`config.mk`:
```
export PLATFORM = sky130hd
export DESIGN_NAME = chart_read_arbiter_flat
export DESIGN_NICKNAME = d
export VERILOG_FILES = /design/src/rtl/chart_read_arbiter_pkg.sv /design/src/rtl/chart_read_arbiter_if.sv /design/src/rtl/chart_read_arbiter_rr_grant.sv /design/src/rtl/chart_read_arbiter.sv /design/src/flat_wrapper.sv
export SDC_FILE = /design/constraint.sdc
export NUM_CORES = 1
export LEC_CHECK = 0
export CAP_MARGIN = 20
export CORE_UTILIZATION = 45
export DETAILED_ROUTE_END_ITERATION = 16
export GPL_TIMING_DRIVEN = 0
export PLACE_DENSITY = 0.81
export SLEW_MARGIN = 20
export SYNTH_ARGS = -nofsm -noshare
export SYNTH_HDL_FRONTEND = slang
export SYNTH_SLANG_ARGS = --single-unit
```
`constraint.sdc`:
```
create_clock -name prog_clk -period 4.03 [get_ports prog_clk]
set_input_delay 0.6045 -clock prog_clk [delete_from_list [all_inputs] [get_ports prog_clk]]
set_output_delay 0.6045 -clock prog_clk [all_outputs]
set_load 0.01 [all_outputs]
```
`src/rtl/chart_read_arbiter_pkg.sv`:
```
// Shared types and constants for the chart read arbiter: chart record layout,
// arbiter state encoding and the chart-id range check.
package chart_read_arbiter_pkg;

   localparam int NAME_LEN      = 4;
   localparam int MAX_CHART_DEF = 4;

   typedef logic [7:0] chart_id_t;

   // One chart record as delivered by chart storage.
   typedef struct packed {
      logic [NAME_LEN-1:0][7:0] name;
      logic [7:0]               bpm;
      logic [7:0]               n_notes;
   } chart_t;

   localparam logic [1:0] ST_IDLE = 2'd0;
   localparam logic [1:0] ST_WAIT = 2'd1;
   localparam logic [1:0] ST_RESP = 2'd2;

   // Id 0 is free play and is a legal read; anything above max_id is rejected.
   function automatic logic id_valid(input chart_id_t id, input int max_id);
      return (int'(id) <= max_id);
   endfunction

endpackage

```
`src/rtl/chart_read_arbiter_if.sv`:
```
// Bundle between requesters, the arbiter and external chart storage.
interface chart_read_arbiter_if #(
   parameter int N_REQ = 3
) ();
   import chart_read_arbiter_pkg::*;

   // Handshake: a requester raises req[i] with a stable req_chart_id[i] and
   // holds it until rsp_valid[i] pulses for one cycle; that pulse is the only
   // acknowledge. mem_chart is valid MEM_LAT cycles after mem_chart_id moves.
   logic [N_REQ-1:0]      req;
   logic [N_REQ-1:0][7:0] req_chart_id;
   logic [N_REQ-1:0]      rsp_valid;
   logic                  rsp_err;
   chart_t                rsp_chart;
   logic                  busy;
   logic [7:0]            mem_chart_id;
   chart_t                mem_chart;
   logic [1:0]            dbg_state;

   modport master (
      output req, req_chart_id, mem_chart,
      input  rsp_valid, rsp_err, rsp_chart, busy, mem_chart_id, dbg_state
   );

   modport slave (
      input  req, req_chart_id, mem_chart,
      output rsp_valid, rsp_err, rsp_chart, busy, mem_chart_id, dbg_state
   );

endinterface

```
`src/rtl/chart_read_arbiter_rr_grant.sv`:
```
// Round-robin grant: first active request searching upward from the one after
// last_i, wrapping at N.
module rr_grant #(
   parameter int N  = 3,
   parameter int IW = (N > 1) ? $clog2(N) : 1
) (
   input  logic [N-1:0]  req_i,
   input  logic [IW-1:0] last_i,
   output logic [N-1:0]  grant_o,
   output logic [IW-1:0] idx_o,
   output logic          any_o
);

   int cand;

   always_comb begin
      grant_o = '0;
      idx_o   = '0;
      any_o   = 1'b0;
      cand    = 0;
      for (int k = 1; k <= N; k++) begin
         cand = (int'(last_i) + k) % N;
         if (!any_o && req_i[cand]) begin
            any_o         = 1'b1;
            idx_o         = IW'(cand);
            grant_o[cand] = 1'b1;
         end
      end
   end

endmodule

```
`src/rtl/chart_read_arbiter.sv`:
```
// Arbitrates chart reads from several requesters onto one external chart
// storage port, with a one-entry cache of the last chart fetched.
module chart_read_arbiter
   import chart_read_arbiter_pkg::*;
#(
   parameter int N_REQ     = 3,
   parameter int MEM_LAT   = 1,
   parameter int MAX_CHART = MAX_CHART_DEF
) (
   input  logic                prog_clk,
   input  logic                rst,
   chart_read_arbiter_if.slave bus
);

   localparam int IW = (N_REQ > 1) ? $clog2(N_REQ) : 1;
   localparam int CW = $clog2(MEM_LAT + 1);

   logic [1:0]       state_q, state_d;
   logic [N_REQ-1:0] win_oh_q, win_oh_d;
   logic [IW-1:0]    win_idx_q, win_idx_d;
   logic [IW-1:0]    last_q, last_d;
   chart_id_t        id_q, id_d;
   chart_id_t        cache_id_q, cache_id_d;
   chart_id_t        mem_id_q, mem_id_d;
   logic             err_q, err_d;
   logic             cache_valid_q, cache_valid_d;
   logic [CW-1:0]    cnt_q, cnt_d;
   chart_t           rsp_chart_q, rsp_chart_d;

   logic [N_REQ-1:0] g_oh;
   logic [IW-1:0]    g_idx;
   logic             g_any;
   chart_id_t        id_sel;

   rr_grant #(
      .N  (N_REQ),
      .IW (IW)
   ) u_rr_grant (
      .req_i   (bus.req),
      .last_i  (last_q),
      .grant_o (g_oh),
      .idx_o   (g_idx),
      .any_o   (g_any)
   );

   assign id_sel = bus.req_chart_id[g_idx];

   always_comb begin
      state_d       = state_q;
      win_oh_d      = win_oh_q;
      win_idx_d     = win_idx_q;
      last_d        = last_q;
      id_d          = id_q;
      cache_id_d    = cache_id_q;
      mem_id_d      = mem_id_q;
      err_d         = err_q;
      cache_valid_d = cache_valid_q;
      cnt_d         = cnt_q;
      rsp_chart_d   = rsp_chart_q;

      case (state_q)
         ST_IDLE: begin
            if (g_any) begin
               win_oh_d  = g_oh;
               win_idx_d = g_idx;
               id_d      = id_sel;
               if (!id_valid(id_sel, MAX_CHART)) begin
                  err_d   = 1'b1;
                  state_d = ST_RESP;
               end else if (cache_valid_q && (id_sel == cache_id_q)) begin
                  err_d   = 1'b0;
                  state_d = ST_RESP;
               end else begin
                  // Only a miss moves the storage address.
                  err_d    = 1'b0;
                  mem_id_d = id_sel;
                  cnt_d    = '0;
                  state_d  = ST_WAIT;
               end
            end
         end

         ST_WAIT: begin
            // Counter stops at MEM_LAT and leaves WAIT, so it cannot wrap.
            cnt_d = cnt_q + CW'(1);
            if (cnt_d == CW'(MEM_LAT)) begin
               rsp_chart_d   = bus.mem_chart;
               cache_id_d    = id_q;
               cache_valid_d = 1'b1;
               state_d       = ST_RESP;
            end
         end

         ST_RESP: begin
            last_d  = win_idx_q;
            state_d = ST_IDLE;
         end

         default: state_d = ST_IDLE;
      endcase
   end

   always_ff @(posedge prog_clk) begin
      if (rst) begin
         state_q       <= ST_IDLE;
         win_oh_q      <= '0;
         win_idx_q     <= '0;
         last_q        <= IW'(N_REQ - 1);
         id_q          <= '0;
         cache_id_q    <= '0;
         mem_id_q      <= '0;
         err_q         <= 1'b0;
         cache_valid_q <= 1'b0;
         cnt_q         <= '0;
         rsp_chart_q   <= '0;
      end else begin
         state_q       <= state_d;
         win_oh_q      <= win_oh_d;
         win_idx_q     <= win_idx_d;
         last_q        <= last_d;
         id_q          <= id_d;
         cache_id_q    <= cache_id_d;
         mem_id_q      <= mem_id_d;
         err_q         <= err_d;
         cache_valid_q <= cache_valid_d;
         cnt_q         <= cnt_d;
         rsp_chart_q   <= rsp_chart_d;
      end
   end

   assign bus.rsp_valid    = (state_q == ST_RESP) ? win_oh_q : '0;
   assign bus.rsp_err      = (state_q == ST_RESP) && err_q;
   assign bus.rsp_chart    = rsp_chart_q;
   assign bus.busy         = (state_q != ST_IDLE);
   assign bus.mem_chart_id = mem_id_q;
   assign bus.dbg_state    = state_q;

endmodule

```
`src/flat_wrapper.sv`:
```
// flat-port wrapper written by rule: the top's interface ports become plain ports
module chart_read_arbiter_flat import chart_read_arbiter_pkg::*;
#(
   parameter int N_REQ     = 3,
   parameter int MEM_LAT   = 1,
   parameter int MAX_CHART = MAX_CHART_DEF
)
  (prog_clk, rst, bus_req, bus_req_chart_id, bus_mem_chart, bus_rsp_valid, bus_rsp_err, bus_rsp_chart, bus_busy, bus_mem_chart_id, bus_dbg_state);
  chart_read_arbiter_if #(.N_REQ(N_REQ)) bus_i ();
  input  logic prog_clk;
  input  logic rst;
  input wire logic [$bits(bus_i.req)-1:0] bus_req;
  input wire logic [$bits(bus_i.req_chart_id)-1:0] bus_req_chart_id;
  input wire logic [$bits(bus_i.mem_chart)-1:0] bus_mem_chart;
  output wire logic [$bits(bus_i.rsp_valid)-1:0] bus_rsp_valid;
  output wire logic [$bits(bus_i.rsp_err)-1:0] bus_rsp_err;
  output wire logic [$bits(bus_i.rsp_chart)-1:0] bus_rsp_chart;
  output wire logic [$bits(bus_i.busy)-1:0] bus_busy;
  output wire logic [$bits(bus_i.mem_chart_id)-1:0] bus_mem_chart_id;
  output wire logic [$bits(bus_i.dbg_state)-1:0] bus_dbg_state;
  assign bus_i.req = bus_req;
  assign bus_i.req_chart_id = bus_req_chart_id;
  assign bus_i.mem_chart = bus_mem_chart;
  assign bus_rsp_valid = bus_i.rsp_valid;
  assign bus_rsp_err = bus_i.rsp_err;
  assign bus_rsp_chart = bus_i.rsp_chart;
  assign bus_busy = bus_i.busy;
  assign bus_mem_chart_id = bus_i.mem_chart_id;
  assign bus_dbg_state = bus_i.dbg_state;
  chart_read_arbiter #(.N_REQ(N_REQ), .MEM_LAT(MEM_LAT), .MAX_CHART(MAX_CHART)) u_core (.prog_clk(prog_clk), .rst(rst), .bus(bus_i));
endmodule
```
==> impl_summary.md, run 1 <==
Die
For this configuration, the core starts out at a cell density of 0.465. The area of the die is slightly below 9000 um^2. The x dimension of the die is roughly 94 um. The region available for standard cell placement spans approximately 8200 um^2.

The die boundary height is roughly 94 um. The floorplan has 33 rows. The count of boundary I/O pins is 140.

STA
The final critical-path required period is approximately 3700 ps. The final count of hold timing violations is 0. Setup repair after global routing left no endpoint under its margin. On the final layout, the worst hold slack is approximately 450 ps.

The number of pins with negative max-slew slack in the final report is 0. In the finished design, the share of the clock period the worst path needs comes to 0.929. The transition time at the pin with the least slew margin is approximately 700 ps. Headroom to the max-slew limit came out at 0.531. Setup violations remaining at the end of the flow were counted as 0.

The final setup skew is roughly 12 ps. The highest clock frequency the design can meet is about 270 MHz.

Global routing
The total overflow reported by the global router is 0. The overall global routing resource usage is 0.245. The first global-routing pass estimated 17000 um of wire. The number of global-route vias before repair is about 3700. Entering global routing, the biggest net connects 17 pins.

The initial antenna violation count is 0.

Synthesis
Ranked by total cell area, the synthesized netlist is headed by dfxtp_1 44%, nand2_1 13%, a21oi_1 8.9%. Of the total synthesized cell area, the portion taken by XOR and XNOR cells is 0.0115. During synthesis, Yosys emitted a total of 0 warnings.

nand2_1 is the most common cell in the netlist. The share of synthesized area spent on multiplexers is 0.0629. The most used flip-flop cell after synthesis is dfxtp_1. The compound-cell area share of the yosys netlist is 0.200. The most area-hungry cell type in the Yosys netlist is dfxtp_1. Each instance of the synthesized netlist takes up on average just over 8 um^2. Of the total synthesized cell area, the portion taken by AND, OR, NAND and NOR gates is 0.227. Counting flops with an async set or reset pin after synthesis yields a share of 0. The number of unique standard cell types used by synthesis is 59. Of the synthesized area, sequential elements account for 0.440. Counting instances in the post-synthesis netlist gives the leading cell types as 130 x nand2_1, 84 x dfxtp_1, 68 x a21oi_1, 27 x nor2_1, 19 x clkbuf_1.

The count of flip-flops with a built-in enable after synthesis is 0. The share of Yosys cell area claimed by the top area cell type is 0.440. The post-synthesis instance area is between 3000 and 4000 um^2. Synthesis produced 463 cells. Of the total synthesized cell area, the portion taken by full adders, half adders and majority gates is 0.0131. After synthesis, the largest family of logic cells by area is simple AND/OR/NAND/NOR gates.

The number of storage elements in the synthesis netlist is 84. The number of nets in the synthesized netlist is roughly 540.

Run status
The run finished with clean final reports.

Routing
After detailed routing, the number of remaining DRC violations is 0. The routed design has between 10000 and 15000 um of wire. The number of iterations in the first detailed-routing pass is 4.

Dividing the detail-routed wire length by the instance count gives 14.5 um. The routed layout has 3754 vias. The final antenna-violating net count is 0. For this block, the initial DRC count from the detailed router was roughly 160. The number of vias per cell after detailed routing is 5.20.

Cells and area
Measured on the finished design, the core utilization comes to 0.674. In the final layout, the share of cells above drive strength 1 is 0.0746. The register area is 1680 um^2. From synthesis to final layout, the design area changed by 45.0%. The number of antenna diodes is 0. The number of fill cells in the layout is between 700 and 800. The finished cells cover approximately 5500 um^2.

For this run, the post-layout net count is roughly 700. The area of the multi-input gates is ~2000 um^2.

Pwr
The total power after layout is ~3100 uW. The worst IR drop on VDD is roughly 0.28 mV. In this run the power density over the cells is approximately 560 nW/um^2.

The analysis attributes to cell leakage a power of 0.00196 uW.

CTS
CTS saw 84 sinks. The number of buffers inserted to repair setup after CTS is 0. The CTS tree is done. The number of gates resized after CTS was 0.

The number of buffers added to fix hold violations after cts is 0. In this run the clock root is driven by a clkbuf_8. TritonCTS created 9 clock buffers. The clock latency of the later-clocked register in the worst-skew pair is 360 ps.

No sink is reached through more buffers than the 2 on the longest clock path. Clock-pin slew was measured on the worst setup and hold paths at 90 ps. The H-tree was split into 3 levels.

Setup path
The worst setup path is captured at a flop. In this run the worst setup path begins at bus_req[1]. The number of cells on the worst reg-to-reg path is 12.

The worst setup path is launched from an input pin. The largest fanout on the critical path is 9. The startpoint of the lowest-slack register-to-register path is u_core.last_q[0]$_SDFFE_PP0N_. In this run the critical register-to-register path is captured at u_core.bus.mem_chart_id[2]$_SDFFE_PP0P_.

The worst setup path endpoint is u_core.bus.mem_chart_id[2]$_SDFFE_PP0P_. At the worst endpoint, the arrival time is 4000 ps. At the worst endpoint, the required time is about 4300 ps. The setup slack of the most critical reg-to-reg path is between 200 and 300 ps. The worst setup path is of the in -> reg kind.

Run
The count of maximum capacitance violations is 0.

Min path
The type of the most critical hold path is reg -> reg.

Placed design
Summing all placed instances gives a cell area of roughly 5300 um^2. The placed wire-length estimate is between 7000 and 8000 um. The global placer's final weighted congestion is between 0.8 and 0.9. The quantity of I/O buffers inserted on ports is between 100 and 150.
[report_power, final]
group / internal, uW / leakage (uW) / switching, uW
Combinational: 643 / 0.00117 / 792
Sequential: 987 / 0.000682 / 89.0
Clock: 297 / 0.000104 / 321
[sequential cells by signal, indices dropped and copies added (netlist names)]
register                 cells
u_core.bus.mem_chart_id      8
u_core.cache_id_q            8
u_core.id_q                  8
u_core.win_idx_q             2
u_core.err_q                 1
u_core.cache_valid_q         1
u_core.bus.dbg_state         2
u_core.cnt_q                 1
u_core.win_oh_q              3
u_core.last_q                2
u_core.bus.rsp_chart        48
[logic make-up (layout without fill, tap and decap cells)]
logic type | count (synthesis) | count (layout)
adders and majority gates | 4 | 4
buffers and inverters | 39 | 193
muxes | 21 | 21
DFF | 84 | 84
xor gates and xnor gates | 5 | 5
AOI/OAI and AO/OA | 111 | 111
and+or+nand+nor | 199 | 199
[cell type report]
| type | count | share of cell area |
|---|---|---|
| Sequential cell | 84 | 0.304 |
| Tap cell | 105 | 0.0237 |
| Timing Repair Buffer | 138 | 0.249 |
| Clock buffer | 9 | 0.0224 |
| Multi-Input combinational cell | 340 | 0.354 |
| Clock inverter | 7 | 0.0149 |
| Inverter | 10 | 0.00678 |
| Buffer | 29 | 0.0248 |
[stage by stage]
step                      setup WS (ps)  TNS (ps)  instances
after floorplan                     808         0        463
after global placement            -28.5     -56.9        706
after detailed placement          -37.4     -70.1        706
after CTS                           312         0        722
after global routing                101         0        722
final                               288         0        722
[routing by layer]
| metal | part of all wire | vias to the layer above | GRT usage |
|---|---|---|---|
| met5 | 0 | - | 0 |
| met4 | 0.013 | 0 | 0.0731 |
| met3 | 0.088 | 10 | 0.0898 |
| met2 | 0.48 | 125 | 0.415 |
| met1 | 0.41 | 1748 | 0.288 |
| li1 | - | 1871 | - |
[worst min path at each step]
| stage | from | endpoint | depth (start not counted) |
|---|---|---|---|
| CTS | u_core.bus.rsp_chart[46]$_SDFFE_PP0P_ | u_core.bus.rsp_chart[46]$_SDFFE_PP0P_ | 2 |
| detailed placement | u_core.bus.rsp_chart[46]$_SDFFE_PP0P_ | u_core.bus.rsp_chart[46]$_SDFFE_PP0P_ | 2 |
| floorplan | u_core.win_oh_q[2]$_SDFFE_PP0P_ | u_core.win_oh_q[2]$_SDFFE_PP0P_ | 2 |
| finish | u_core.id_q[3]$_SDFFE_PP0P_ | u_core.cache_id_q[3]$_SDFFE_PP0P_ | 2 |
| global route | u_core.bus.rsp_chart[20]$_SDFFE_PP0P_ | u_core.bus.rsp_chart[20]$_SDFFE_PP0P_ | 2 |
| global placement | u_core.win_oh_q[2]$_SDFFE_PP0P_ | u_core.win_oh_q[2]$_SDFFE_PP0P_ | 2 |
[cells in the final DEF (no fill, tap or decap), types with 5 or more instances in the layout]
cell type        netlist  final
clkbuf_8               0      9
a21oi_1               68     68
mux2i_1                9      9
clkbuf_1              19     19
clkdlybuf4s50_1        0    138
nand2b_1               5      5
dfxtp_1               84     84
and2_1                 5      5
nor3b_1                5      5
nand2_1              130    130
nor2b_1                5      5
nor2_1                27     27
o21ai_0                8      8
mux2_2                 6      6
inv_1                 10     10
[worst max-delay path, stage by stage]
cell and delay (ps):
clkdlybuf4s50_1 500, mux2i_1 350, o22ai_2 170, o22ai_4 350, mux2_4 330, mux2i_1 520
xnor2_1 240, a2111oi_4 80, a211oi_4 510, mux2_4 340
No activity file was read; power rests on OpenSTA's default activity.
==> run 2, diff against run 1 <==
Settings changed: SLEW_MARGIN 20 to 0.
Clock period 4.03 ns to 3.9 ns, I/O delays scaled along.
==> impl_summary.md, run 2 (synthesis gave the netlist of run 1 again) <==
Die
The starting density of the core is 0.465 (unchanged). The placement row count is 33 (unchanged). The x dimension of the die came to 94.1 um (unchanged).

The area of the core was 8220 um^2 (unchanged). The die boundary height was 94.1 um (unchanged). The count of boundary I/O pins is 140 (unchanged). The area of the die is 8860 um^2 (unchanged).

Routing
The number of remaining DRC errors is 0 (unchanged). The number of vias per cell after detailed routing was 5.24 (was 5.20). The iteration-0 DRC count of the detailed router was 175 (was 155).

The wire length reported by the detailed router is 10500 um (about the same). The number of iterations in the first detailed-routing pass is 7 (was 4). The total number of vias is 3785 (was 3754). The final routed wire length divided by cell count is 14.5 um (about the same).

The final antenna-violating net count is 0 (unchanged).

Run
The count of maximum capacitance violations was 0 (unchanged).

Placed design
The placed wire-length estimate is 7810 um (unchanged). The global placer's final weighted congestion is 0.870 (unchanged). The cell total after placement is 706 (unchanged). The placement-stage worst setup slack is -148 ps (was -37.4 ps). The quantity of I/O buffers inserted on ports is 138 (unchanged).

STA
The transition time at the pin with the least slew margin is 688 ps (was 701 ps). The final setup skew is 13.9 ps (was 12.2 ps). Unrepaired setup endpoints after global routing: no (unchanged). The clock period could shrink to 3630 ps.

The final count of hold timing violations is 0 (unchanged). The highest clock frequency the design can meet is approximately 280 MHz. The worst setup margin was 271 ps (was 288 ps). The number of endpoints failing setup at the final stage is 0 (unchanged).

Dividing the final minimum period by the clock period gives 0.931. The number of pins with negative max-slew slack in the final report came to 0 (unchanged). The worst relative slew slack is 0.539 (was 0.531).

Pwr
The standby leakage power was 0.00195 uW (was 0.00196 uW). The power density over the cells is 584 nW/um^2 (was 565 nW/um^2). The worst IR drop on VDD is 0.293 mV (was 0.282 mV).

Setup path
The critical path data required time is 4150 ps (was 4280 ps). The largest fanout on the critical path was 10 (was 9). The maximum single-stage delay on the critical path is 470 ps (was 520 ps). The number of buffers and inverters on the critical path came to 2 (was 1). The slowest stage cell on the critical path is a211oi_4 (was mux2i_1). The arrival time at the worst endpoint came to 3880 ps (was 4000 ps). The capturing element type of the critical path is a flop (unchanged).

The type of the worst setup path is reg -> reg (was in -> reg). Ordered list of cells on the worst path: inv_1, ha_1, buf_2, nand3b_1, o211ai_1, o22ai_4, mux2_1, mux2_2, nor2_1, o221ai_2, a211oi_4, mux2_4 (was clkdlybuf4s50_1, mux2i_1, o22ai_2, o22ai_4, mux2_4, mux2i_1, xnor2_1, a2111oi_4, a211oi_4, mux2_4). The nature of the critical path startpoint is a flop (was input pin). The dominant delay contributor by cell family on the critical path is compound AO/OA/AOI/OAI gates (was multiplexers).

Cells and area
The most common cell after layout, fill and taps aside is clkdlybuf4s50_1 (unchanged). Commonest cells after routing, fill and taps aside: 138 x clkdlybuf4s50_1, 130 x nand2_1, 84 x dfxtp_1 (unchanged). The number of non-filler instances in the completed layout is 722 (unchanged). The number of flip-flops under the largest register name is 48 (unchanged). The share of cells above drive strength 1 is 0.0762 (was 0.0746). The net count of the finished layout is 693 (unchanged). The number of antenna diodes came to 0 (unchanged). The layout-stage area growth over the synthesis result is 45.1% (was 45.0%). The number of fill cells in the layout is 703 (was 705).

CTS
The maximum clock insertion buffer count is 2 (unchanged). The total clock sinks came to 84 (unchanged). The clock latency of the later-clocked register in the worst-skew pair is 350 ps (was 360 ps). The number of buffers created by CTS is 9 (unchanged). The CTS tree was done (unchanged). The number of buffers inserted to repair setup after CTS is 0 (unchanged). The root buffer selected by CTS was clkbuf_8 (unchanged).

The clock transition at the registers of the reported paths is 90 ps (about the same). The number of buffers added to fix hold violations after cts is 0 (unchanged). The CTS H-tree depth was 3 (unchanged). The quantity of gates resized following cts is 0 (unchanged).

Global routing
The initial antenna violation count is 0 (unchanged). The total overflow reported by the global router is 0 (unchanged). The first-pass GRT wire length was 17000 um (unchanged). The pin count of the biggest net entering global routing is 17 (unchanged). The overall global routing resource usage is 0.245 (unchanged). The number of global-route vias before repair is 3692 (unchanged).

Min path
The type of the most critical hold path was reg -> reg (unchanged).

Run status
Outcome: complete, no violations (unchanged).
==> run 2: cell counts in the layout (fill, tap and decap cells not counted) <==
No cell type changed its count.
==> run 2: layout make-up <==
type | instances | area [um^2] | area share
Multi-Input combinational cell | 340 | 1970 | 0.355
Sequential cell | 84 | 1680 | 0.303
Timing Repair Buffer | 138 | 1380 | 0.249
Buffer | 29 | 138 | 0.0248
Tap cell | 105 | 131 | 0.0237
Clock buffer | 9 | 124 | 0.0223
Clock inverter | 7 | 82.6 | 0.0149
Inverter | 10 | 37.5 | 0.00677
==> run 2: metrics by stage <==
stage / hold WS, ps / TNS [ps] / util / cell area, um^2 / power (uW)
after floorplan: 427 / 0 / - / 3820 / 2100
after global placement: 435 / -278 / 0.649 / 5330 / 2570
after detailed placement: 446 / -291 / 0.649 / 5330 / 2600
after CTS: 459 / 0 / 0.674 / 5540 / 3240
after global routing: 475 / 0 / 0.675 / 5540 / 3440
final: 454 / 0 / 0.675 / 5540 / 3240
==> run 2: routing by layer <==
metal | routed length [um] | track usage | vias up
li1 | - | - | 1870
met4 | 133 | 0.0731 | 0
met2 | 5050 | 0.415 | 142
met1 | 4350 | 0.288 | 1763
met3 | 944 | 0.0898 | 10
met5 | 0 | 0 | -
==> run 2: worst paths after layout <==
kind                                                    start                                       to  slack (ps)  cells past startpoint
worst max-delay path            u_core.last_q[0]$_SDFFE_PP0N_  u_core.bus.mem_chart_id[2]$_SDFFE_PP0P_         270                     12
worst min-delay path              u_core.id_q[3]$_SDFFE_PP0P_        u_core.cache_id_q[3]$_SDFFE_PP0P_         450                      2
worst max register to register  u_core.last_q[0]$_SDFFE_PP0N_  u_core.bus.mem_chart_id[2]$_SDFFE_PP0P_         270                     12
worst min register to register    u_core.id_q[3]$_SDFFE_PP0P_        u_core.cache_id_q[3]$_SDFFE_PP0P_         450                      2
==> run 2: worst reg2reg max path: stages, from the launching register on <==
cell,delay (ps)
dfxtp_1,360
inv_1,90
ha_1,300
buf_2,190
nand3b_1,180
o211ai_1,160
o22ai_4,330
mux2_1,360
mux2_2,330
nor2_1,210
o221ai_2,200
a211oi_4,470
mux2_4,340
==> run 2: report_power, final <==
part           leakage, uW  switching (uW)  internal, uW
clock network     0.000104             331           307
registers         0.000682            92.7          1020
logic              0.00117             821           667
total              0.00195            1240          1990
